`src/rtl/fb_read_scheduler.sv`:
```
// Frame-buffer read-port arbiter: display reads always win, aux bursts fill idle cycles.
// A tag pipeline matched to the memory latency routes each returned word to its requester.
module fb_read_scheduler #(
   parameter int unsigned ADDR_W   = 17,
   parameter int unsigned DATA_W   = 16,
   parameter int unsigned FB_DEPTH = 76800,
   parameter int unsigned RD_LAT   = 1,
   parameter int unsigned LEN_W    = 17
) (
   input  logic              clk_i,
   input  logic              reset_i,
   input  logic              disp_en_i,
   input  logic [ADDR_W-1:0] disp_addr_i,
   output logic              disp_valid_o,
   output logic [DATA_W-1:0] disp_data_o,
   input  logic              cmd_valid_i,
   output logic              cmd_ready_o,
   input  logic [ADDR_W-1:0] cmd_addr_i,
   input  logic [LEN_W-1:0]  cmd_len_i,
   output logic              aux_valid_o,
   output logic [DATA_W-1:0] aux_data_o,
   output logic              aux_last_o,
   output logic              aux_done_o,
   output logic              busy_o,
   output logic              mem_en_o,
   output logic [ADDR_W-1:0] mem_addr_o,
   input  logic [DATA_W-1:0] mem_rdata_i
);

   typedef enum logic [1:0] {
      ST_IDLE  = 2'd0,
      ST_RUN   = 2'd1,
      ST_DRAIN = 2'd2
   } state_t;

   typedef struct packed {
      logic valid;
      logic owner;
      logic oob;
      logic last;
   } tag_t;

   localparam logic              OWN_DISP = 1'b0;
   localparam logic              OWN_AUX  = 1'b1;
   localparam logic [ADDR_W-1:0] DEPTH_A  = ADDR_W'(FB_DEPTH);
   localparam logic [ADDR_W-1:0] LAST_A   = ADDR_W'(FB_DEPTH - 1);

   state_t              state_q, state_d;
   logic [ADDR_W-1:0]   cur_addr_q, cur_addr_d;
   logic [LEN_W-1:0]    remaining_q, remaining_d;
   logic                burst_oob_q, burst_oob_d;
   logic                zero_done_q, zero_done_d;
   tag_t                pipe_q [RD_LAT];
   tag_t                issue_tag;
   tag_t                exit_tag;
   logic                disp_in_range;
   logic                drain_done;
   logic                disp_hit;
   logic                aux_hit;

   assign disp_in_range = (disp_addr_i < DEPTH_A);
   assign exit_tag      = pipe_q[RD_LAT-1];
   assign disp_hit      = exit_tag.valid && (exit_tag.owner == OWN_DISP);
   assign aux_hit       = exit_tag.valid && (exit_tag.owner == OWN_AUX);

   // Issue arbitration and burst FSM next-state
   always_comb begin
      state_d     = state_q;
      cur_addr_d  = cur_addr_q;
      remaining_d = remaining_q;
      burst_oob_d = burst_oob_q;
      zero_done_d = 1'b0;
      issue_tag   = '0;
      mem_en_o    = 1'b0;
      mem_addr_o  = '0;
      cmd_ready_o = 1'b0;
      drain_done  = 1'b0;

      if (!reset_i && disp_en_i) begin
         mem_addr_o = disp_addr_i;
         mem_en_o   = disp_in_range;
         issue_tag  = tag_t'{valid: 1'b1, owner: OWN_DISP, oob: !disp_in_range, last: 1'b0};
      end else if (!reset_i && (state_q == ST_RUN)) begin
         mem_addr_o  = cur_addr_q;
         mem_en_o    = !burst_oob_q;
         issue_tag   = tag_t'{valid: 1'b1, owner: OWN_AUX, oob: burst_oob_q,
                              last: (remaining_q == LEN_W'(1))};
         cur_addr_d  = (cur_addr_q == LAST_A) ? '0 : cur_addr_q + ADDR_W'(1);
         remaining_d = remaining_q - LEN_W'(1);
      end

      case (state_q)
         ST_IDLE: begin
            cmd_ready_o = 1'b1;
            if (cmd_valid_i) begin
               if (cmd_len_i != '0) begin
                  cur_addr_d  = cmd_addr_i;
                  remaining_d = cmd_len_i;
                  burst_oob_d = (cmd_addr_i >= DEPTH_A);
                  state_d     = ST_RUN;
               end else begin
                  zero_done_d = 1'b1;
               end
            end
         end
         ST_RUN: begin
            if (issue_tag.valid && (issue_tag.owner == OWN_AUX) && issue_tag.last) begin
               state_d = ST_DRAIN;
            end
         end
         ST_DRAIN: begin
            if (aux_hit && exit_tag.last) begin
               drain_done = 1'b1;
               state_d    = ST_IDLE;
            end
         end
         default: state_d = ST_IDLE;
      endcase
   end

   // State, burst counters and tag pipeline
   always_ff @(posedge clk_i) begin
      if (reset_i) begin
         state_q     <= ST_IDLE;
         cur_addr_q  <= '0;
         remaining_q <= '0;
         burst_oob_q <= 1'b0;
         zero_done_q <= 1'b0;
         for (int i = 0; i < int'(RD_LAT); i++) begin
            pipe_q[i] <= '0;
         end
      end else begin
         state_q     <= state_d;
         cur_addr_q  <= cur_addr_d;
         remaining_q <= remaining_d;
         burst_oob_q <= burst_oob_d;
         zero_done_q <= zero_done_d;
         pipe_q[0]   <= issue_tag;
         for (int i = 1; i < int'(RD_LAT); i++) begin
            pipe_q[i] <= pipe_q[i-1];
         end
      end
   end

   // Return routing; out-of-range words come back as zero
   assign disp_valid_o = disp_hit;
   assign disp_data_o  = (disp_hit && !exit_tag.oob) ? mem_rdata_i : '0;
   assign aux_valid_o  = aux_hit;
   assign aux_data_o   = (aux_hit && !exit_tag.oob) ? mem_rdata_i : '0;
   assign aux_last_o   = aux_hit && exit_tag.last;
   assign aux_done_o   = zero_done_q || drain_done;
   assign busy_o       = (state_q != ST_IDLE);

endmodule

```
`config.mk`:
```
export PLATFORM = sky130hd
export DESIGN_NAME = fb_read_scheduler
export DESIGN_NICKNAME = d
export VERILOG_FILES = /design/src/rtl/fb_read_scheduler.sv
export SDC_FILE = /design/constraint.sdc
export NUM_CORES = 1
export LEC_CHECK = 0
export CORE_ASPECT_RATIO = 1.1
export CORE_UTILIZATION = 44
export CTS_BUF_LIST = sky130_fd_sc_hd__clkbuf_2 sky130_fd_sc_hd__clkbuf_4 sky130_fd_sc_hd__clkbuf_8
export CTS_CLUSTER_DIAMETER = 120
export DETAILED_ROUTE_END_ITERATION = 10
export DONT_BUFFER_PORTS = 1
export SYNTH_ARGS = -nofsm -noshare
export SYNTH_HDL_FRONTEND = slang
export SYNTH_SLANG_ARGS = --single-unit
```
`constraint.sdc`:
```
create_clock -name clk_i -period 5.63 [get_ports clk_i]
set_input_delay 0.563 -clock clk_i [delete_from_list [all_inputs] [get_ports clk_i]]
set_output_delay 0.563 -clock clk_i [all_outputs]
set_load 0.02 [all_outputs]
```
==> metrics.md <==
| Metric | Value |
|---|---|
| Status | `finished, final reports clean` |
| Drt first pass iters | `4` |
| Xor and xnor area share after synthesis | `0.0571` |
| Post-synthesis instance total | `353` |
| Yosys cell types | `49` |
| Largest net degree at the start of global routing | `69` |
| Reg2Reg Setup Slack | `2920 ps` |
| Comb power frac | `0.190` |
| DR WL/cell | `17.8 um` |
| Placed wire-length estimate | `5360 um` |
| Full die area | `6590 sq um` |
| CTS root buffer | `clkbuf_8` |
| HP Start | `reset_i` |
| Pleak | `0.998 nW` |
| Peak Freq | `358 MHz` |
| CP arrival | `2230 ps` |
| Slowest-stage cell, CP | `or4b_1` |
| Sequential area share after synthesis | `0.305` |
| Clock Latency Late Sink | `290 ps` |
| Hold WS | `331 ps` |
| Synth async-reset ratio | `0` |
| Max Cap Viol | `0` |
| Setup crit start kind | `flip-flop` |
| Pre-CTS setup slack | `2800 ps` |
| CTS buffer count | `5` |
| Hold-fix buffers at CTS | `0` |
| Layout Skew | `6.40 ps` |
| Mux contribution to synthesized area | `0` |
| Clock power frac | `0.299` |
| Clock slew at reported path FFs | `80 ps` |
| Vias in the first global route | `2457` |
| Global-route wire length before repair | `11900 um` |
| Worst path bufs/invs | `0` |
| Htree depth | `2` |
| Share of power burned in registers | `0.510` |
| Reg2Reg Capture Point | `cur_addr_q[16]` |
| PortBufs | `0` |
| Worst Path Max Fanout | `16` |
| Adder-Cell Fraction of Synth Area | `0.0136` |
| Critical path, cell by cell | `or4b_1 -> o21ai_0` |
| Setup ws final | `2840 ps` |
| WHS Endpoint | `remaining_q[13]` |
| Tot GR Track Use | `0.229` |
| Yosys warnings | `0` |
| Worst Hold Class | `input port to flip-flop` |
| CP peak stage delay | `780 ps` |
| Via/cell ratio | `6.27` |
| Post-Synth Simple-Gate Area | `0.335` |
| Initial antenna violation count | `0` |
| Power per standard cell area | `241 nW/um^2` |
| Clock sink count | `42` |
| Top Ports | `127` |
| Worst slew margin | `0.229` |
| Syn nets | `427` |
| Via count | `2596` |
| Mapped cell area | `2760 sq um` |
| Most used DFF post-synth | `dfxtp_1` |
| Worst Reg-to-Reg Cells | `5` |
| Max-slew violations | `0` |
| Routability cong. | `0.826` |
| CTS tree | `built` |
| Die Span Y | `85.1 um` |
| Clk buf depth | `2` |
| Setup TNS | `0 ps` |
| Psw | `0.000219 W` |
| Hold path cells | `1` |
| Horiz. Die Dim | `77.5 um` |
| Tot Pwr | `0.000692 W` |
| Synth Area in Compound Gates | `0.239` |
| Data required, critical path | `5070 ps` |
| Finished Core Util | `0.485` |
| Hold Vio Cnt, Final | `0` |
| Unrepaired setup endpoints after global routing | `false` |
| Post-route ant nets | `0` |
| Net count, final | `410` |
| Syn Area/Cell | `7.82 sq um` |
| Sw Share | `0.316` |
| Post-synth EDFFs | `0` |
| DRC viols | `0` |
| Core area | `5910 sq um` |
| Tmin final | `2790 ps` |
| Setup Fix Bufs, Post-CTS | `0` |
| Syn-to-layout area delta | `3.94%` |
| Period utilisation layout | `0.496` |
| Overflow after GRT | `0` |
| Pint | `0.000473 W` |
| Setup CP Type | `flip-flop to output pin` |
| WL final | `7360 um` |
| Layout cells sized above 1 | `0.0564` |
| Largest family of logic cells by synthesized area | `simple AND/OR/NAND/NOR gates` |
| Stages on worst setup path | `2` |
| Post-CTS sizing | `0` |
| Slew @ Worst Pin | `1150 ps` |
| R2r startpoint | `cur_addr_q[10]` |
| N_diodes | `0` |
| Num rows | `29` |
| Crit end category | `output pin` |
| Initial DRC Count | `137` |
| Seq cells post-synth | `42` |
| Setup violators final | `0` |
| Delay-heaviest family, CP | `simple AND/OR/NAND/NOR gates` |
| Max rail drop VDD | `0.101 mV` |
| Starting Density | `0.467` |
-- cells by family (layout without fill, tap and decap cells) --
kind of cell,Yosys count,after routing
AO/OA/AOI/OAI,88,88
XOR/XNOR,18,18
adder cells (fa/ha/maj),3,3
buffers and inverters,34,18
flip-flops,42,42
AND/OR/NAND/NOR,168,168
-- layout by cell type (no fill, tap or decap), types with 9 or more instances in the layout --
master and n:
nor2_1 43, dfxtp_1 42, and2_1 35, a211oi_1 22, nand2_1 19, a22o_1 16, nand3_1 14, a21oi_1 11
nand4_1 10, xor2_1 10, o21ai_0 9, nor4_1 9
-- how the worst max path moves through the flow --
stage	startpoint	endpoint	slack, ps
finish	state_q[0]	mem_en_o	2840
global route	cur_addr_q[10]	cur_addr_q[16]	2670
CTS	state_q[0]	mem_en_o	2820
detailed placement	reset_i	remaining_q[13]	2800
global placement	reset_i	remaining_q[13]	2860
floorplan	reset_i	mem_addr_o[10]	3030
-- Yosys cell counts, drive strengths merged, types with 3 or more instances --
cell type | count | area, sq um
or3 | 4 | 26.3
clkbuf | 18 | 67.6
nand2 | 19 | 71.3
nor2b | 5 | 31.3
nand3 | 14 | 70.1
o21ai | 9 | 45.0
and4 | 3 | 26.3
nor4 | 10 | 68.8
a311oi | 8 | 76.3
o31ai | 3 | 22.5
xnor2 | 8 | 70.1
nor3 | 8 | 40.0
or4 | 7 | 56.3
nor2 | 43 | 161
a22o | 16 | 140
inv | 7 | 26.3
a211oi | 23 | 178
o211ai | 3 | 22.5
dfxtp | 42 | 841
and3 | 3 | 18.8
nand4 | 11 | 83.8
xor2 | 10 | 87.6
o41ai | 3 | 26.3
ha | 3 | 37.5
and2 | 35 | 219
buf | 8 | 37.5
a21oi | 11 | 55.1
-- through the flow --
stage,area (sq um),instances
after global placement,2770,406
after CTS,2870,414
after detailed placement,2770,406
after floorplan,2760,353
after global routing,2870,414
final,2870,414
-- area by class of cell --
cell class | count | area, sq um
clock inverter | 1 | 5.00
tap | 77 | 96.3
fill | 602 | 3050
inverter | 8 | 35.0
timing repair buffer | 2 | 15.0
clock buffer | 7 | 90.1
multi-input combinational | 277 | 1790
sequential | 42 | 841
-- per-layer routing --
layer	up-vias	GRT usage	part of all wire
li1	1275	-	-
met1	1196	0.284	0.44
met2	114	0.387	0.47
met3	11	0.0516	0.070
met4	0	0.0858	0.018
met5	-	0	0
-- registers in the layout, indices dropped and copies added (netlist names) --
signal       flops
pipe_q           4
state_q          2
cur_addr_q      17
burst_oob_q      1
zero_done_q      1
remaining_q     17
-- power by group through the flow --
stage / Clock [W] / Sequential (W) / Combinational [W]
6_report: 0.000207 / 0.000353 / 0.000132
2_1_floorplan: 0 / 0.000347 / 0.000124
3_3_place_gp: 0 / 0.000359 / 0.000130
5_1_grt: 0.000224 / 0.000358 / 0.000147
4_1_cts: 0.000215 / 0.000353 / 0.000132
3_5_place_dp: 0 / 0.000360 / 0.000131
-- worst reg2reg max path, stage by stage (launching register included) --
cell	delay (ps)
dfxtp_1	420
or4b_2	710
nor4_2	950
o2111ai_1	230
o211ai_1	150
a311oi_1	110
Power figures use the tool's default switching activity.
